## src/rtl/led_fade_pwm.sv

```systemverilog
// Per-channel PWM LED driver: a high led_in bit loads full brightness, which then
// fades linearly to off in FADE_STEP decrements. Optional macro: LED_FADE_GAMMA_EN.
module led_fade_pwm #(
  parameter int NUM_LEDS    = 16,
  parameter int PWM_BITS    = 8,
  parameter int STEP_CYCLES = 39062,
  parameter int FADE_STEP   = 8
) (
  input  logic                clk,
  input  logic                rst_n,
  input  logic                en,
  input  logic [NUM_LEDS-1:0] led_in,
  output logic [NUM_LEDS-1:0] LED,
  output logic                active
);

  localparam int SCW = (STEP_CYCLES > 1) ? $clog2(STEP_CYCLES) : 1;
  localparam logic [PWM_BITS-1:0] MAXLVL    = '1;
  localparam logic [PWM_BITS-1:0] FSTEP     = PWM_BITS'(FADE_STEP);
  localparam logic [SCW-1:0]      STEP_LAST = SCW'(STEP_CYCLES - 1);

  if (STEP_CYCLES < 1) begin : g_err_step_cycles
    $error("led_fade_pwm: STEP_CYCLES must be >= 1");
  end
  if (FADE_STEP < 1) begin : g_err_fade_step_lo
    $error("led_fade_pwm: FADE_STEP must be >= 1");
  end
  if (FADE_STEP > (2 ** PWM_BITS) - 1) begin : g_err_fade_step_hi
    $error("led_fade_pwm: FADE_STEP must not exceed MAXLVL");
  end
  if (PWM_BITS < 2) begin : g_err_pwm_bits
    $error("led_fade_pwm: PWM_BITS must be >= 2");
  end

  logic [PWM_BITS-1:0] pwm_cnt;
  logic [SCW-1:0]      step_cnt;
  logic                step_tick;
  logic [PWM_BITS-1:0] level     [NUM_LEDS];
  logic [PWM_BITS-1:0] level_nxt [NUM_LEDS];
  logic [PWM_BITS-1:0] duty      [NUM_LEDS];
  logic [NUM_LEDS-1:0] led_nxt;
  logic                active_nxt;

  assign step_tick = (step_cnt == STEP_LAST);

  // Free-running timebases, independent of en
  always_ff @(posedge clk or negedge rst_n) begin
    if (!rst_n) begin
      pwm_cnt  <= '0;
      step_cnt <= '0;
    end else begin
      pwm_cnt  <= pwm_cnt + 1'b1;
      step_cnt <= step_tick ? '0 : step_cnt + 1'b1;
    end
  end

  // Priority: blank, load, saturating fade, hold
  always_comb begin
    active_nxt = 1'b0;
    for (int unsigned i = 0; i < NUM_LEDS; i++) begin
      level_nxt[i] = level[i];
      if (!en)
        level_nxt[i] = '0;
      else if (led_in[i])
        level_nxt[i] = MAXLVL;
      else if (step_tick)
        level_nxt[i] = (level[i] >= FSTEP) ? level[i] - FSTEP : '0;
      active_nxt = active_nxt | (level_nxt[i] != '0);
    end
  end

`ifdef LED_FADE_GAMMA_EN
  logic [2*PWM_BITS-1:0] sq [NUM_LEDS];

  always_comb begin
    for (int unsigned i = 0; i < NUM_LEDS; i++) begin
      sq[i]   = {{PWM_BITS{1'b0}}, level[i]} * {{PWM_BITS{1'b0}}, level[i]};
      duty[i] = sq[i][2*PWM_BITS-1:PWM_BITS];
    end
  end
`else
  always_comb begin
    for (int unsigned i = 0; i < NUM_LEDS; i++) begin
      duty[i] = level[i];
    end
  end
`endif

  // Full level is forced solid on so the top PWM code is not lost
  always_comb begin
    led_nxt = '0;
    for (int unsigned i = 0; i < NUM_LEDS; i++) begin
      led_nxt[i] = en && ((level[i] == MAXLVL) || (duty[i] > pwm_cnt));
    end
  end

  always_ff @(posedge clk or negedge rst_n) begin
    if (!rst_n) begin
      for (int unsigned i = 0; i < NUM_LEDS; i++) begin
        level[i] <= '0;
      end
      LED    <= '0;
      active <= 1'b0;
    end else begin
      for (int unsigned i = 0; i < NUM_LEDS; i++) begin
        level[i] <= level_nxt[i];
      end
      LED    <= led_nxt;
      active <= active_nxt;
    end
  end

endmodule

```

## config.mk

```make
export PLATFORM = sky130hd
export DESIGN_NAME = led_fade_pwm
export DESIGN_NICKNAME = d
export VERILOG_FILES = /design/src/rtl/led_fade_pwm.sv
export SDC_FILE = /design/constraint.sdc
export NUM_CORES = 1
export LEC_CHECK = 0
export BUFFER_PORTS_ARGS = -buffer_cell sky130_fd_sc_hd__buf_4
export CORE_AREA = 8 8 181 183
export CTS_CLUSTER_DIAMETER = 80
export CTS_CLUSTER_SIZE = 14
export DETAILED_ROUTE_END_ITERATION = 10
export DIE_AREA = 0 0 189 191
export GPL_ROUTABILITY_DRIVEN = 0
export PLACE_DENSITY = 0.53
export SLEW_MARGIN = 20
export SYNTH_ARGS = -nofsm -noshare
export SYNTH_HDL_FRONTEND = slang
export SYNTH_SLANG_ARGS = --single-unit
```

## constraint.sdc

```tcl
create_clock -name clk -period 3.77 [get_ports clk]
set_input_delay 0.754 -clock clk [delete_from_list [all_inputs] [get_ports clk]]
set_output_delay 0.754 -clock clk [all_outputs]
set_load 0.01 [all_outputs]
```

==> results.ini <==
[finish]
fill_cells = 2937
n_antenna_cell = 0
seq_area_um2 = 4230
most-common-layout-cells = 169 x dfrtp_1, 147 x ha_1, 105 x a21oi_1
layout-drive-gt1-share_pct = 8.63
nets = 1486
multi_input_area_um2 = 7060
final_common_cell = dfrtp_1
area_delta_synth_final_pct = 12.9

[cts]
cts_setup_buffers = 0
clk_pin_slew_ns = 0.07
cts_root_buffer = clkbuf_16
cts_tree = yes
htreeDepth = 4
clkSinkCount = 169
clk_latency_ns = 0.44
clk_path_buf_depth = 2
numCtsBuffers = 17

[yosys]
synth-seq-cells = 169
synth_seq_area_share_pct = 36.0
synth-simple-area-share_pct = 23.2
yosys-mux-area-fraction_pct = 0.362
synth_compound_area_share_pct = 19.2
syn_area_um2 = 11700
synthAdderAreaFrac_pct = 15.7
synth-main-ff-cell = dfrtp_1
syn_inst = 1283
postSynthNetCount = 1449
yosysWarnings = 0
yosysUniqueCellTypes = 57
syn_avg_cell_area_um2 = 9.15
synth_top_family_by_area = simple AND/OR/NAND/NOR gates
synth_xor_area_share_pct = 1.64
synth_edf_count = 0
async_reset_ff_share_pct = 100

[detailed_routing]
drtIter0Drc = 851
first_pass_iters = 5
num_vias = 9955
drt-total-wl_mm = 36.2
final_antenna_net_count = 0
routedWlPerCell_um = 20.9
drc = 0
via_per_inst = 5.76

[global_route]
antenna_found_initial = 0
grt_pass1_wl_mm = 57.2
grt-ovfl-total = 0
grt_util_all_layers_pct = 20.2
first_global_vias = 9718
grt_max_degree = 96

[floorplan]
core-area_um2 = 30000
die_area_um2 = 36100
row_count = 64
pin_count = 36
die_h_um = 191
start_util_pct = 39.1
dieWidth_um = 189

[sta]
finalSetupViolCount = 0
fmax_mhz = 284
hold_viol = 0
worst_pin_slew_ns = 1.09
post-route-period-util_pct = 93.4
slew_violations = 0
slew_headroom_pct = 27.5
period_needed_ns = 3.52
final.setup_skew_ns = 0.0112
hold_ws_ns = 0.402

[critical_path]
worstPathRequired_ns = 4.06
cp-start-kind = register
worstSetupEndpointType = register
crit_fanout = 51
arrival_ns = 3.82
critical_path_class = reg -> reg

[power_and_ir_drop]
p_leak_nw = 5.68
combPwrFrac_pct = 15.3
p_switching_w = 0.00133
peakVddDrop_mv = 0.261
seqPwrFrac_pct = 43.0
power.internal_w = 0.00348
power_density_nw_per_um2 = 363
clockPowerShare_pct = 41.7
power_switching_share_pct = 27.6
power_w = 0.00481

[hold_path]
hold_path.class = in -> async

[outcome]
status = finished clean

[job]
drv_cap = 0

[placement]
portBuffers = 35
dp_hpwl_mm = 26.1

-- routing by layer --
| metal | vias to the layer above | routed length, µm | track usage [%] |
|---|---|---|---|
| li1 | 4817 | - | - |
| met1 | 4881 | 16800 | 27.2 |
| met2 | 211 | 17100 | 33.3 |
| met3 | 46 | 1510 | 2.94 |
| met4 | 0 | 769 | 5.92 |
| met5 | - | 0 | 0 |
-- area by class of cell --
class                      instances  area share (%)
clock buffer                      24            3.71
inverter                          63            1.78
tap                              396            3.74
timing repair buffer              71            4.44
sequential                       169            31.9
multi-input combinational        998            53.2
clock inverter                     7            1.23
-- repair_timing --
| action | 4_1_cts | 5_1_grt |
|---|---|---|
| gates resized for setup | 0 | 1 |
| hold buffers | 0 | 0 |
| setup endpoints to repair | 0 | 1 |
-- per-stage QoR --
stage | std cells | utilization, % | area [µm²] | setup TNS (ns) | worst slack (ns)
floorplan | 1283 | - | 11700 | 0 | 0.611
global placement | 1696 | 41.9 | 12600 | 0 | 0.241
detailed placement | 1696 | 41.9 | 12600 | 0 | 0.165
CTS | 1727 | 44.1 | 13300 | 0 | 0.174
global route | 1728 | 44.2 | 13300 | -0.0212 | -0.0212
finish | 1728 | 44.2 | 13300 | 0 | 0.248
-- synth_stat cells (28+ instances only) --
| cell | number | area (µm²) |
|---|---|---|
| a21boi_0 | 39 | 293 |
| ha_1 | 147 | 1840 |
| nor3_1 | 50 | 250 |
| clkbuf_1 | 37 | 139 |
| nand2_1 | 50 | 188 |
| nand4_1 | 58 | 363 |
| o21ai_0 | 60 | 300 |
| o31a_1 | 44 | 385 |
| o21a_1 | 34 | 255 |
| inv_1 | 63 | 236 |
| a21oi_1 | 105 | 526 |
| nand3_1 | 28 | 140 |
| nor2_1 | 84 | 315 |
| dfrtp_1 | 169 | 4230 |
| nor2b_1 | 80 | 500 |
-- sequential cells by signal, summed over array words and instances (netlist names) --
name      flops
pwm_cnt       8
active        1
duty        128
LED          16
step_cnt     16
-- logic make-up (layout without fill, tap and decap cells) --
family,after synthesis,after routing
AND/OR/NAND/NOR,480,481
AO/OA/AOI/OAI,344,344
flip-flops,169,169
adder cells (fa/ha/maj),147,147
buffers and inverters,117,165
XOR/XNOR,22,22
multiplexers,4,4
-- final timing paths --
kind	startpoint	end	slack [ns]	cells past startpoint
max in group asynchronous	rst_n	duty[97]	2.61	2
setup reg to reg	step_cnt[1]	active	0.25	11
setup / recovery	step_cnt[1]	active	0.25	11
hold reg to reg	pwm_cnt[7]	pwm_cnt[7]	0.48	1
hold / removal	rst_n	LED[14]	0.40	1
min in group clk	pwm_cnt[7]	pwm_cnt[7]	0.48	1
-- power by group through the flow --
| stage | logic, W | registers, W | clock network [W] |
|---|---|---|---|
| final | 0.000735 | 0.00207 | 0.00201 |
| after global routing | 0.000837 | 0.00208 | 0.00212 |
| after CTS | 0.000741 | 0.00207 | 0.00205 |
| after detailed placement | 0.000736 | 0.00210 | 0 |
| after global placement | 0.000728 | 0.00210 | 0 |
| after floorplan | 0.000482 | 0.00206 | 0 |
-- worst max-delay path, stage by stage, from the launching register on --
cell,delay [ns]
dfrtp_1,0.40
inv_1,0.07
ha_1,0.16
nor4b_2,0.32
nand4_1,0.21
buf_12,0.25
o21a_1,0.21
o31a_1,0.28
or4_1,0.49
or4_1,0.51
nor4_1,0.31
nand4_1,0.15
No activity file was read; power rests on OpenSTA's default activity.
